$ cat src/rtl/outer1bits_pipe.sv
// Two-stage pipelined outer-ones detector: finds the MSB-most and LSB-most set bits of a word.
// Optional OUTER1BITS_POPCNT_EN adds a registered population count output (popcnt_o).
module outer1bits_pipe #(
    parameter int WIDTH = 16,
    parameter int CHUNK = 4,
    parameter int IDX_W = $clog2(WIDTH)
) (
    input  logic             clk_i,
    input  logic             rst_n_i,
    input  logic             data_val_i,
    input  logic [WIDTH-1:0] data_i,
    output logic             data_ready_o,
    output logic             data_val_o,
    input  logic             data_ready_i,
    output logic [WIDTH-1:0] data_left_o,
    output logic [WIDTH-1:0] data_right_o,
    output logic [IDX_W-1:0] left_idx_o,
    output logic [IDX_W-1:0] right_idx_o,
`ifdef OUTER1BITS_POPCNT_EN
    output logic [IDX_W:0]   popcnt_o,
`endif
    output logic             zero_o
);

    localparam int NSEG  = WIDTH / CHUNK;
    localparam int OFF_W = (CHUNK > 1) ? $clog2(CHUNK) : 1;
    localparam logic [WIDTH-1:0] ONE_W = WIDTH'(1);
`ifdef OUTER1BITS_POPCNT_EN
    localparam int PC_W  = $clog2(CHUNK + 1);
    localparam int POP_W = IDX_W + 1;
`endif

    logic                       v1_q;
    logic                       v2_q;
    logic                       s1En;
    logic                       s2En;

    logic [NSEG-1:0]            segAny_d;
    logic [NSEG-1:0]            segAny_q;
    logic [NSEG-1:0][OFF_W-1:0] segLeft_d;
    logic [NSEG-1:0][OFF_W-1:0] segLeft_q;
    logic [NSEG-1:0][OFF_W-1:0] segRight_d;
    logic [NSEG-1:0][OFF_W-1:0] segRight_q;

    logic [WIDTH-1:0]           left_d;
    logic [WIDTH-1:0]           right_d;
    logic [IDX_W-1:0]           leftIdx_d;
    logic [IDX_W-1:0]           rightIdx_d;
    logic                       zero_d;

    logic [WIDTH-1:0]           left_q;
    logic [WIDTH-1:0]           right_q;
    logic [IDX_W-1:0]           leftIdx_q;
    logic [IDX_W-1:0]           rightIdx_q;
    logic                       zero_q;

`ifdef OUTER1BITS_POPCNT_EN
    logic [NSEG-1:0][PC_W-1:0]  segPop_d;
    logic [NSEG-1:0][PC_W-1:0]  segPop_q;
    logic [POP_W-1:0]           pop_d;
    logic [POP_W-1:0]           pop_q;
`endif

    // Bubble-collapsing flow control: a stage advances whenever the one after it can take its word.
    assign s2En         = !v2_q || data_ready_i;
    assign s1En         = !v1_q || s2En;
    assign data_ready_o = s1En;

    always_comb begin
        segAny_d   = '0;
        segLeft_d  = '0;
        segRight_d = '0;
`ifdef OUTER1BITS_POPCNT_EN
        segPop_d   = '0;
`endif
        for (int k = 0; k < NSEG; k++) begin
            segAny_d[k] = |data_i[k*CHUNK +: CHUNK];
            for (int i = 0; i < CHUNK; i++) begin
                if (data_i[k*CHUNK + i]) begin
                    segLeft_d[k] = OFF_W'(i);
                end
`ifdef OUTER1BITS_POPCNT_EN
                segPop_d[k] = segPop_d[k] + PC_W'(data_i[k*CHUNK + i]);
`endif
            end
            for (int i = CHUNK - 1; i >= 0; i--) begin
                if (data_i[k*CHUNK + i]) begin
                    segRight_d[k] = OFF_W'(i);
                end
            end
        end
    end

    // Segment data is only captured alongside a valid word so idle cycles leave it untouched.
    always_ff @(posedge clk_i or negedge rst_n_i) begin
        if (!rst_n_i) begin
            v1_q       <= 1'b0;
            segAny_q   <= '0;
            segLeft_q  <= '0;
            segRight_q <= '0;
`ifdef OUTER1BITS_POPCNT_EN
            segPop_q   <= '0;
`endif
        end else if (s1En) begin
            v1_q <= data_val_i;
            if (data_val_i) begin
                segAny_q   <= segAny_d;
                segLeft_q  <= segLeft_d;
                segRight_q <= segRight_d;
`ifdef OUTER1BITS_POPCNT_EN
                segPop_q   <= segPop_d;
`endif
            end
        end
    end

    always_comb begin
        leftIdx_d  = '0;
        rightIdx_d = '0;
        zero_d     = ~|segAny_q;
        for (int k = 0; k < NSEG; k++) begin
            if (segAny_q[k]) begin
                leftIdx_d = IDX_W'(k*CHUNK + int'(segLeft_q[k]));
            end
        end
        for (int k = NSEG - 1; k >= 0; k--) begin
            if (segAny_q[k]) begin
                rightIdx_d = IDX_W'(k*CHUNK + int'(segRight_q[k]));
            end
        end
        left_d  = zero_d ? '0 : (ONE_W << leftIdx_d);
        right_d = zero_d ? '0 : (ONE_W << rightIdx_d);
`ifdef OUTER1BITS_POPCNT_EN
        pop_d = '0;
        for (int k = 0; k < NSEG; k++) begin
            pop_d = pop_d + POP_W'(segPop_q[k]);
        end
`endif
    end

    // Result registers keep their contents when data_val_o drops; only the valid bit clears.
    always_ff @(posedge clk_i or negedge rst_n_i) begin
        if (!rst_n_i) begin
            v2_q       <= 1'b0;
            left_q     <= '0;
            right_q    <= '0;
            leftIdx_q  <= '0;
            rightIdx_q <= '0;
            zero_q     <= 1'b0;
`ifdef OUTER1BITS_POPCNT_EN
            pop_q      <= '0;
`endif
        end else if (s2En) begin
            v2_q <= v1_q;
            if (v1_q) begin
                left_q     <= left_d;
                right_q    <= right_d;
                leftIdx_q  <= leftIdx_d;
                rightIdx_q <= rightIdx_d;
                zero_q     <= zero_d;
`ifdef OUTER1BITS_POPCNT_EN
                pop_q      <= pop_d;
`endif
            end
        end
    end

    assign data_val_o   = v2_q;
    assign data_left_o  = left_q;
    assign data_right_o = right_q;
    assign left_idx_o   = leftIdx_q;
    assign right_idx_o  = rightIdx_q;
    assign zero_o       = zero_q;
`ifdef OUTER1BITS_POPCNT_EN
    assign popcnt_o     = pop_q;
`endif

endmodule

$ cat config.mk
export PLATFORM = sky130hd
export DESIGN_NAME = outer1bits_pipe
export DESIGN_NICKNAME = d
export VERILOG_FILES = /design/src/rtl/outer1bits_pipe.sv
export SDC_FILE = /design/constraint.sdc
export NUM_CORES = 1
export LEC_CHECK = 0
export BUFFER_PORTS_ARGS = -buffer_cell sky130_fd_sc_hd__buf_2
export CAP_MARGIN = 20
export CELL_PAD_IN_SITES_DETAIL_PLACEMENT = 1
export CELL_PAD_IN_SITES_GLOBAL_PLACEMENT = 2
export CORE_MARGIN = 2
export CORE_UTILIZATION = 36
export DETAILED_ROUTE_END_ITERATION = 16
export PLACE_DENSITY_LB_ADDON = 0.1
export SETUP_SLACK_MARGIN = 0.2
export SLEW_MARGIN = 20
export SYNTH_ARGS = -nofsm -noshare
export SYNTH_HDL_FRONTEND = slang
export SYNTH_SLANG_ARGS = --single-unit
$ cat constraint.sdc
create_clock -name clk_i -period 3.55 [get_ports clk_i]
set_clock_uncertainty 0.05 [all_clocks]
set_input_delay 0.1775 -clock clk_i [delete_from_list [all_inputs] [get_ports clk_i]]
set_output_delay 0.1775 -clock clk_i [all_outputs]
set_load 0.02 [all_outputs]
==> run metrics <==
Area growth, synth to finish=24.5%; DRC=0; Crit path max-delay family=compound AO/OA/AOI/OAI gates; FP Rows=31; hold path cells=2; DRT antenna net count=0; max_cap viols=0; crit end category=flip-flop; die width=~90 um; worst path buffer plus inverter count=0; worst reg-to-reg path cell count=4; HP Class=in -> reg; Final setup violation count=0; HPWL after DPL=4550 um; clock sink count=63; Synth cell types=33; Crit Path Class=reg -> reg; Hold-fix buffers, CTS=4; ANT cells=0; Max Buffers Root-to-Sink=2; Worst-path clk slew=about 0.070 ns; worst flop-to-flop path endpoint=data_left_o[8]$_DFFE_PN0P_; hold endpoint=segRight_q[5]$_DFFE_PN0P_; Final Max Tran Viols=0; Worst path slowest cell=dfrtp_1; Total Wirelength=between 6000 and 7000 um; WP data arrival=2.04 ns; Data required, critical path=3.72 ns; Cells after Synth=between 200 and 300; largest net degree at the start of global routing=48; flop2flop setup slack=roughly 1.7 ns; cell taking the most area after synthesis=dfrtp_1; share of post-route cells with drive strength above 1=27.5%; outcome=finished clean; LEAKAGE=between 1.5 and 2 nW; IR Drop Worst-Case VDD=a little over 0.2 mV; hold path start=data_i[8]; fin crit share=52.5%; Vias/cell=between 5 and 6; initial cell density of the core=37.1%; sequential-to-total area share from yosys stat=about three fifths; Core ar.=roughly 0.0073 mm2; H-tree depth=3; Resize count post-CTS=0; unrepaired setup endpoints after global routing=no; antenna violations before repair=0; Least-Margin Pin Slew=0.612 ns; fin util=46.2%; final net count=approximately 340; count leader, synth=dfrtp_1; Netlist Area Pre-Place=between 0.002 and 0.003 mm2; DR WL/cell=between 15 and 20 um; First DRT Iteration DRCs=between 70 and 80; Num CTS Buffers=9; Worst setup SP type=flip-flop; top post-synthesis cells by count=63 x dfrtp_1, 49 x nand2_1, 21 x o21ai_1; # IOs=between 60 and 70; GPL Wtd Cong=between 0.7 and 0.8; clock period minus worst slack=~1.9 ns; die area=between 0.008 and 0.009 mm2; clock latency at the later pin of the worst-skew pair=around 0.34 ns; Total GRT Usage=approximately 17%; global-route wire length before repair=about 11000 um; EDFF count, synth=0; ranking of synthesized cells by area=dfrtp_1 59%, nand2_1 6.8%, a32o_1 6.0%, o21ai_1 3.9%, o21ai_0 2.2%; final hold violations=0; Fill cells=868; CTS tree=yes; Synth Warn #=0; 1st-pass router iterations=4; gr ovfl total=0; I/O Buffers=62; Post-CTS Setup Inserts=0; top cell type's share of synthesized area=about three fifths; die height=roughly 90 um; total power draw=~0.0020 W; Primary FF master, synth=dfrtp_1; crit path cell chain=nor4b_4 > a22oi_1 > o21a_1 > a32o_1; R2R Path Start=segAny_q[0]$_DFFE_PN0P_; CP max stage delay=~0.63 ns; setup TNS=0 ns; fmax=roughly 540 MHz; Seq cells post-synth=63; vias in the first global route=2228; DR vias=2204; asr flop ratio synth=100%; pwr dens=slightly below 600 mW/mm2; average size of a mapped cell=roughly 11 um2; Slew headroom=59.1%; Syn Nets=about 270; CP Max Fanout=15; clock root buffer=clkbuf_8
-- sequential cells by signal, indices dropped and copies added, names as in the netlist --
| name | count |
|---|---|
| segLeft_q | 8 |
| segAny_q | 4 |
| left_idx_o | 4 |
| data_right_o | 16 |
| v1_q | 1 |
| zero_o | 1 |
| segRight_q | 8 |
| right_idx_o | 4 |
| data_left_o | 16 |
| data_val_o | 1 |
-- routing by layer --
metal  vias up  global-route usage, %  wire (um)
li1       1058                      -          -
met1      1088                   24.1       3020
met2        47                   26.9       3160
met3        11                   3.59        279
met4         0                   6.54        114
met5         -                      0          0
-- power by group --
part	switching (W)	total, W	internal, W
logic	0.000258	0.000393	0.000135
registers	0.0000705	0.000873	0.000802
clock network	0.000277	0.000689	0.000412
total	0.000606	0.00195	0.00135
-- cells in the final DEF (no fill, tap or decap), types with 3 or more instances in the layout --
cell           synthesis  final
clkbuf_8               0     10
o21ai_0               12     12
o41ai_1                5      5
clkinv_2               0      3
o21ai_1               21     21
nand2b_1               3      3
buf_2                  7     62
a21oi_1               10     10
nand2_1               49     48
nor2_1                10     10
and2_1                 3      3
dlygate4sd3_1          0      5
dfrtp_1               63     63
and3_1                 3      3
inv_1                  4      4
a32o_1                16     16
o31ai_1                5      5
nor4_1                 4      4
nand3b_1               4      4
a22oi_1                4      4
-- kinds of logic after synthesis --
logic type             after synthesis  synth area share [%]
AOI/OAI and AO/OA                   86                  22.5
buffers and inverters               20                  3.68
DFF                                 63                  58.6
and+or+nand+nor                     85                  15.2
-- per-stage QoR --
stage / area, um2 / worst slack [ns] / cells / hold WS (ns)
2_1_floorplan: 2690 / 2.05 / 254 / -0.168
3_3_place_gp: 3050 / 1.64 / 401 / 0.341
3_5_place_dp: 3050 / 1.58 / 401 / 0.346
4_1_cts: 3320 / 1.57 / 421 / 0.000690
5_1_grt: 3350 / 1.53 / 423 / 0.0121
6_report: 3350 / 1.69 / 423 / 0.00715
-- final cells by class --
cell class                 count  area, um2  share of cell area, %
inverter                       4       15.0                  0.448
tap                           99        124                   3.70
timing repair buffer          70        395                   11.8
multi-input combinational    171       1020                   30.3
clock buffer                  10        138                   4.11
clock inverter                 6       83.8                   2.50
sequential                    63       1580                   47.1
-- how the worst max path moves through the flow --
stage / depth (start not counted) / endpoint / slack (ns) / from
2_1_floorplan: 5 / data_left_o[4]$_DFFE_PN0P_ / 2.05 / data_val_o$_DFFE_PN0P_
3_3_place_gp: 3 / segRight_q[3]$_DFFE_PN0P_ / 1.64 / v1_q$_DFFE_PN0N_
3_5_place_dp: 3 / segRight_q[7]$_DFFE_PN0P_ / 1.58 / v1_q$_DFFE_PN0N_
4_1_cts: 3 / segRight_q[7]$_DFFE_PN0P_ / 1.57 / v1_q$_DFFE_PN0N_
5_1_grt: 4 / data_left_o[0]$_DFFE_PN0P_ / 1.53 / segAny_q[0]$_DFFE_PN0P_
6_report: 4 / data_left_o[8]$_DFFE_PN0P_ / 1.69 / segAny_q[0]$_DFFE_PN0P_
Note: power is estimated with default switching activity, not from simulation.
